===== config.mk =====
export PLATFORM = sky130hd
export DESIGN_NAME = alu_result_fifo
export DESIGN_NICKNAME = d
export VERILOG_FILES = /design/src/rtl/alu_result_fifo.sv
export SDC_FILE = /design/constraint.sdc
export NUM_CORES = 1
export LEC_CHECK = 0
export CORE_ASPECT_RATIO = 1.25
export CORE_MARGIN = 2
export CORE_UTILIZATION = 65
export DETAILED_ROUTE_END_ITERATION = 6
export DONT_BUFFER_PORTS = 1
export PLACE_DENSITY = 0.81
export SYNTH_ARGS = -nofsm -noshare
export SYNTH_HDL_FRONTEND = slang
export SYNTH_SLANG_ARGS = --single-unit

===== constraint.sdc =====
create_clock -name i_clk -period 3.41 [get_ports i_clk]
set_input_delay 0.682 -clock i_clk [delete_from_list [all_inputs] [get_ports i_clk]]
set_output_delay 0.682 -clock i_clk [all_outputs]
set_load 0.005 [all_outputs]

===== src/rtl/alu_result_fifo.sv =====
// Registered output stage for the divider/ALU result path.
// A small first-word-fall-through FIFO holds {status, result} pairs and
// hands them to the consumer.  Alongside it sit sticky status flags, a
// sticky overrun flag and a saturating error counter.
//
// Handshake: a write is accepted on a rising edge when i_valid && o_ready;
// a pop happens on a rising edge when i_rd && o_valid.  o_ready and o_valid
// are decoded from the count register only, never from i_valid or i_rd.
module alu_result_fifo #(
    parameter int M     = 8,
    parameter int DEPTH = 4
) (
    input  logic                       i_clk,
    input  logic                       i_rst_n,
    input  logic                       i_valid,
    input  logic [M-1:0]               i_result,
    input  logic [3:0]                 i_status,
    output logic                       o_ready,
    input  logic                       i_rd,
    output logic                       o_valid,
    output logic [M-1:0]               o_result,
    output logic [3:0]                 o_status,
    output logic [$clog2(DEPTH):0]     o_count,
    output logic [3:0]                 o_sticky,
    output logic                       o_overrun,
    output logic [7:0]                 o_err_cnt,
    input  logic                       i_clr_sticky
);

    localparam int AW = $clog2(DEPTH);
    localparam int CW = AW + 1;
    localparam int EW = M + 4;

    logic [EW-1:0] mem_q [DEPTH];
    logic [EW-1:0] mem_d [DEPTH];
    logic [AW-1:0] wr_ptr_q, wr_ptr_d;
    logic [AW-1:0] rd_ptr_q, rd_ptr_d;
    logic [CW-1:0] count_q, count_d;
    logic [3:0]    sticky_q, sticky_d;
    logic          overrun_q, overrun_d;
    logic [7:0]    err_cnt_q, err_cnt_d;

    logic          full;
    logic          empty;
    logic          wr_acc;
    logic          rd_acc;
    logic [7:0]    err_base;
    logic [EW-1:0] head;

    // Handshake decode from registered state plus the two acceptance strobes.
    always_comb begin
        full   = (count_q == CW'(DEPTH));
        empty  = (count_q == '0);
        wr_acc = i_valid && !full;
        rd_acc = i_rd && !empty;
    end

    // Next-state for storage, pointers, count, sticky flags and error counter.
    always_comb begin
        mem_d    = mem_q;
        wr_ptr_d = wr_ptr_q;
        rd_ptr_d = rd_ptr_q;
        count_d  = count_q;
        err_base = i_clr_sticky ? 8'd0 : err_cnt_q;

        if (wr_acc) begin
            mem_d[wr_ptr_q] = {i_status, i_result};
            wr_ptr_d        = wr_ptr_q + AW'(1);
        end
        if (rd_acc) begin
            rd_ptr_d = rd_ptr_q + AW'(1);
        end
        if (wr_acc && !rd_acc) begin
            count_d = count_q + CW'(1);
        end else if (rd_acc && !wr_acc) begin
            count_d = count_q - CW'(1);
        end

        // A clear in the same cycle as a new event still records that event.
        sticky_d  = (i_clr_sticky ? 4'd0 : sticky_q) | (wr_acc ? i_status : 4'd0);
        overrun_d = (i_clr_sticky ? 1'b0 : overrun_q) | (i_valid && full);
        err_cnt_d = err_base;
        if (wr_acc && (i_status[0] || i_status[3]) && (err_base != 8'hFF)) begin
            err_cnt_d = err_base + 8'd1;
        end
    end

    // Control state register; reset discards all held entries.
    always_ff @(posedge i_clk) begin
        if (!i_rst_n) begin
            wr_ptr_q  <= '0;
            rd_ptr_q  <= '0;
            count_q   <= '0;
            sticky_q  <= '0;
            overrun_q <= 1'b0;
            err_cnt_q <= '0;
        end else begin
            wr_ptr_q  <= wr_ptr_d;
            rd_ptr_q  <= rd_ptr_d;
            count_q   <= count_d;
            sticky_q  <= sticky_d;
            overrun_q <= overrun_d;
            err_cnt_q <= err_cnt_d;
        end
    end

    // Entry storage; contents are don't-care while outside the valid window.
    always_ff @(posedge i_clk) begin
        mem_q <= mem_d;
    end

    // Head-of-queue presentation, zeroed while the FIFO is empty.
    always_comb begin
        head      = mem_q[rd_ptr_q];
        o_ready   = !full;
        o_valid   = !empty;
        o_result  = empty ? '0 : head[M-1:0];
        o_status  = empty ? 4'd0 : head[EW-1:M];
        o_count   = count_q;
        o_sticky  = sticky_q;
        o_overrun = overrun_q;
        o_err_cnt = err_cnt_q;
    end

endmodule

==> results of run 1 <==
routing by layer:
layer,vias to the layer above,wire length [um]
met5,-,0
met4,0,110
met3,10,302
met2,53,2850
met1,778,1810
li1,739,-
cells in the mapped netlist, drive strengths merged:
cell type  number  area, sq um
a211oi          1         7.51
a21boi          1         7.51
a21oi           9         48.8
a311o           1         10.0
a311oi          1         8.76
a31oi           1         6.26
and2           17          106
and4            1         10.0
buf             4         22.5
clkbuf          3         11.3
dfxtp          20          400
edfxtp         48         1440
fa              1         20.0
ha              6         75.1
inv             9         33.8
mux2            3         33.8
mux2i           4         40.0
mux4           12          270
nand2           5         18.8
nand2b          2         12.5
nand3           1         5.00
nand4           2         18.8
nand4b          1         8.76
nor2           20         75.1
nor2b           8         50.1
nor3            1         5.00
nor3b           1         12.5
nor4            1         6.26
o2111ai         1         8.76
o211ai          1         7.51
o21ai           3         15.0
or3             3         23.8
xnor2           1         8.76
xor2            4         35.0
final timing paths:
check | startpoint | to | slack (ps) | cells past startpoint
worst max-delay path | rd_ptr_q[0] | o_result[2] | 760 | 3
worst min-delay path | i_result[3] | mem_q[39] | 450 | 0
worst max register to register | o_count[1] | o_count[2] | 900 | 8
worst min register to register | wr_ptr_q[1] | wr_ptr_q[1] | 560 | 2
cell type report:
type | instances | area share, %
clock buffers | 13 | 4.52
clock inverters | 3 | 0.448
inverters | 9 | 1.10
multi-input cells | 113 | 31.1
flip-flops and latches | 68 | 60.0
well taps | 58 | 2.36
repair buffers | 2 | 0.489
sequential cells by signal, indices dropped and copies added (netlist names):
| name | count |
|---|---|
| o_sticky | 4 |
| o_err_cnt | 8 |
| o_overrun | 1 |
| wr_ptr_q | 2 |
| o_count | 3 |
| mem_q | 48 |
| rd_ptr_q | 2 |
worst max-delay path: stages (launching register included):
cell and delay [ps]:
dfxtp_1 650, buf_4 280, mux4_2 510, and2_1 180
through the flow:
| step | cell area (sq um) | cells | hold slack [ps] |
|---|---|---|---|
| after floorplan | 2870 | 197 | 490 |
| after global placement | 2920 | 250 | 511 |
| after detailed placement | 2920 | 250 | 552 |
| after CTS | 3070 | 266 | 434 |
| after global routing | 3070 | 266 | 431 |
| final | 3070 | 266 | 446 |
power groups by stage:
stage | Combinational, mW | Sequential, mW | Clock (mW)
floorplan | 0.407 | 1.04 | 0
global placement | 0.433 | 1.08 | 0
detailed placement | 0.456 | 1.09 | 0
CTS | 0.458 | 1.08 | 0.531
global route | 0.495 | 1.09 | 0.562
finish | 0.448 | 1.07 | 0.522
kinds of logic after synthesis:
group | count (synthesis) | synth area share [%]
DFF | 68 | 64.3
and+or+nand+nor | 63 | 12.3
AOI/OAI and AO/OA | 19 | 4.19
muxes | 19 | 12.0
buffers and inverters | 16 | 2.36
adders and majority gates | 7 | 3.32
xor gates and xnor gates | 5 | 1.53
cells in the final DEF (no fill, tap or decap), types with 2 or more instances in the layout:
cell / n
a21oi_1: 8
and2_1: 17
buf_4: 2
clkbuf_1: 4
clkbuf_8: 9
clkinv_2: 2
dfxtp_1: 20
edfxtp_1: 48
ha_1: 6
inv_1: 9
mux2_1: 3
mux2i_1: 4
mux4_2: 12
nand2_1: 5
nand2b_1: 2
nor2_1: 20
nor2b_1: 8
o21ai_0: 3
or3_1: 2
xor2_1: 4
==> run metrics, run 1 <==
largest net degree at the start of global routing 16; slew of the pin with the lowest slew margin ~630 ps; fin crit share 77.8%; Die Width roughly 63 um; initial core utilization 66.3%; clock transition at the registers of the reported paths roughly 60 ps; Synth Register Bits 68; power share of the sequential group between 50% and 60%; Psw around 570 uW; TritonCTS clock tree built; GP Congestion around 0.80; Critical Path AT 1970 ps; via count 1,580; Worst setup SP type flop; count of different cell masters after synthesis 38; Num CTS Buffers 9; Peak VDD IR 0.297 mV; DR WL/cell 19.1 um; clk buf depth 2; filler cell count 336; Layout Nets 227; Synth Warn # 0; initial antenna violation count 0; # resized after CTS 0; CTS H-tree depth 3; max-slew violation count 0; Pwr Density 665 nW/um^2; first-pass GRT wire length 8110 um; Pint 1.48 mW; Num Clock Sinks 68; I/O pin cnt 47; Net Sw Frac 27.7%; Post-Syn Area per Cell 14.5 sq um; GRT Overall Usage 22.5%; sequential area share after synthesis around 64%; cell count after synthesis 197; row count 27; Core Region roughly 4300 sq um; Final Hold Fails 0; Final WS setup ~760 ps; Area Overhead vs Synth 7.21%; WS Path Type flop to primary output; final setup fails 0; initial drt markers between 60 and 70; clk_skew roughly 3.9 ps; dpl ws 891 ps; clock power share 25.6%; Via density just under 6; mapped cell area 2870 sq um; outcome finished, final reports clean; number of global-route vias before repair 1,706; Hold Buf Count CTS 0; Register Area around 1800 sq um; Residual DRC 0; Pre-antenna DRT Iters 4; die area 4960 sq um; # Post-CTS Setup Buffers 0; Crit. End Element primary output; I/O Buffers 0; M1 GR Usage 21.7%; Root Buffer Master clkbuf_8; Multi-input gate area 956 sq um; final core area utilization 71.0%; layout cells sized above 1 approximately 14%; hpwl dp around 3600 um; setup TNS 0 ps; GRT overflow 0; Worst Path Required 2730 ps; met2 GRT Util 42.2%; GRT busiest layer met2; Comb pwr share 21.9%; maxcap violations 0; RSZ-0062 raised after global routing false; die height 78.2 um; fin crit period around 2700 ps; Final Total Pwr 2.04 mW; relative slew slack 58.0%; ANT cells 0; drt total wl slightly above 5000 um; grt met3 use 7.31%; hold crit path type input pin to flop; antenna viol nets, final 0; Worst Path Max Fanout 9; fmax roughly 380 MHz; Leakage 1.04 nW; syn_nets approximately 220; Clk Latency, worst-skew pair 330 ps
Note: power is estimated with default switching activity, not from simulation.
==> run 2, diff against run 1 <==
- CORE_UTILIZATION: 65 -> 56
- PLACE_DENSITY: 0.81 -> 0.74
- clock period: 3.41 -> 2.2 ns (I/O delays scaled with it)
==> run metrics, run 2 (same netlist as run 1, synthesis figures left out) <==
Peak VDD IR 0.487 mV (+64%); die area 5710 sq um (+15%); WS Path Type flop to flop; Leakage 1.11 nW (+6.5%); maxcap violations 0 (unchanged); Via density 5.88 (-1.0%); Comb pwr share 25.0% (+3.1 points); grt met3 use 7.29% (-0.019 points); max reg flops 48 (unchanged); Net Sw Frac 27.4% (-0.31 points); Largest stage delay, worst path 370 ps (-280 ps); Root Buffer Master clkbuf_8; Num CTS Buffers 9 (unchanged); relative slew slack 60.6% (+2.6 points); GRT overflow 0 (unchanged); RSZ-0062 raised after global routing false; number of global-route vias before repair 1,798 (+5.4%); clk_skew 6.98 ps (+3.10 ps); Pre-antenna DRT Iters 4 (unchanged); power share of the sequential group 47.2% (-5.3 points); # Post-CTS Setup Buffers 0 (unchanged); die height 84.0 um (+7.3%); Final Total Pwr 3.44 mW (+68%); I/O pin cnt 47 (unchanged); commonest non-fill, non-tap cells in the layout edfxtp_1, nor2_1, dfxtp_1, and2_1, mux4_2; GRT busiest layer met2; row count 29 (+7.4%); Slowest-stage cell, CP or3_4; CTS H-tree depth 3 (unchanged); Layout Nets 237 (+4.4%); Clk Latency, worst-skew pair 330 ps (about the same); clk buf depth 2 (unchanged); Worst setup SP type flop; fin crit share 95.1%; filler cell count 380 (+13%); placed cell count 264 (+5.6%); Area Overhead vs Synth 11.7%; DR WL/cell 18.9 um (-1.1%); critical-path cell list or3_4 > nand2_2 > ha_2 > inv_1 > fa_2 > xor2_1 > or3_1 > a21oi_1; TritonCTS clock tree built; antenna viol nets, final 0 (unchanged); Final Hold Fails 0 (unchanged); met2 GRT Util 36.2% (-6.0 points); Num Clock Sinks 68 (unchanged); first-pass GRT wire length 8640 um (+6.5%); fin crit period about 2100 ps; layout cells sized above 1 22.0% (+7.6 points); largest net degree at the start of global routing 16 (unchanged); setup TNS 0 ps (unchanged); initial drt markers 99 (+62%); Pint 2.50 mW (+69%); Crit. End Element flop; GRT Overall Usage 21.1% (-1.4 points); Critical Path AT 2350 ps (+380 ps); Buf/Inv on CP 1 (unchanged); I/O Buffers 0 (unchanged); Register Area 1840 sq um (+0.14%); Final WS setup 107 ps (-650 ps); initial core utilization 57.2% (-9.0 points); Die Width 68.0 um (+7.2%); clock transition at the registers of the reported paths 70 ps (about the same); ANT cells 0 (unchanged); most common cell after layout, fill and taps aside edfxtp_1; outcome finished, final reports clean; Top reg by flops mem_q; CP delay by family, top simple AND/OR/NAND/NOR gates; Residual DRC 0 (unchanged); max-slew violation count 0 (unchanged); hpwl dp 3730 um (+3.9%); via count 1,646 (+4.2%); non-filler instance count after layout 280 (+5.3%); Psw 941 uW (+66%); Worst Path Required 2450 ps (-280 ps); Pwr Density 1070 nW/um^2 (+61%); M1 GR Usage 23.1% (+1.4 points); slew of the pin with the lowest slew margin 591 ps (-38.7 ps); Worst Path Max Fanout 5 (-4); GP Congestion 0.757 (-5.3%); drt total wl 5290 um (+4.2%); final setup fails 0 (unchanged); Hold Buf Count CTS 0 (unchanged); Multi-input gate area 968 sq um (+1.3%); initial antenna violation count 0 (unchanged); clock power share 27.8% (+2.2 points); fmax 478 MHz; dpl ws 32.7 ps (-859 ps); hold crit path type input pin to flop; Core Region 5010 sq um (+16%)
run 2: what timing repair did:
| action | 4_1_cts | 5_1_grt |
|---|---|---|
| hold endpoints to repair | 0 | 0 |
| setup endpoints to repair | 9 | 2 |
| resized for setup | 1 | 6 |
run 2: area by class of cell:
cell class | instances | area share, %
Clock inverter | 5 | 1.64
Sequential cell | 68 | 57.6
Clock buffer | 11 | 4.10
Tap cell | 62 | 2.42
Timing Repair Buffer | 12 | 2.93
Inverter | 9 | 1.06
Multi-Input combinational cell | 113 | 30.2
run 2: per-layer routing:
| metal | vias to the layer above | wire, um |
|---|---|---|
| li1 | 753 | - |
| met1 | 825 | 1890 |
| met2 | 58 | 3000 |
| met3 | 10 | 339 |
| met4 | 0 | 70 |
| met5 | - | 0 |
run 2: power groups by stage:
stage	Combinational (mW)	Clock (mW)	Sequential [mW]
floorplan	0.630	0	1.61
global placement	0.802	0	1.63
detailed placement	0.845	0	1.65
CTS	0.851	0.971	1.62
global route	0.957	1.03	1.64
finish	0.860	0.955	1.62
run 2: worst paths after layout:
check	startpoint	endpoint	slack, ps	cells past startpoint
hold reg to reg	o_count[2]	o_count[2]	510	2
setup reg to reg	o_count[2]	o_count[2]	110	8
setup / recovery	o_count[2]	o_count[2]	110	8
hold / removal	i_result[4]	mem_q[4]	200	0
run 2: stage by stage:
step | hold slack, ps | cell area [sq um] | utilization (%)
after floorplan | 490 | 2870 | -
after global placement | 486 | 3000 | 59.9
after detailed placement | 520 | 3000 | 59.9
after CTS | 189 | 3180 | 63.6
after global routing | 176 | 3200 | 63.9
final | 203 | 3200 | 63.9
run 2: worst reg2reg max path, cell delays in order, from the launching register on:
cell     delay [ps]
dfxtp_2         340
or3_4           370
nand2_2          90
ha_2            180
inv_1            60
fa_2            330
xor2_1          170
or3_1           330
a21oi_1         140
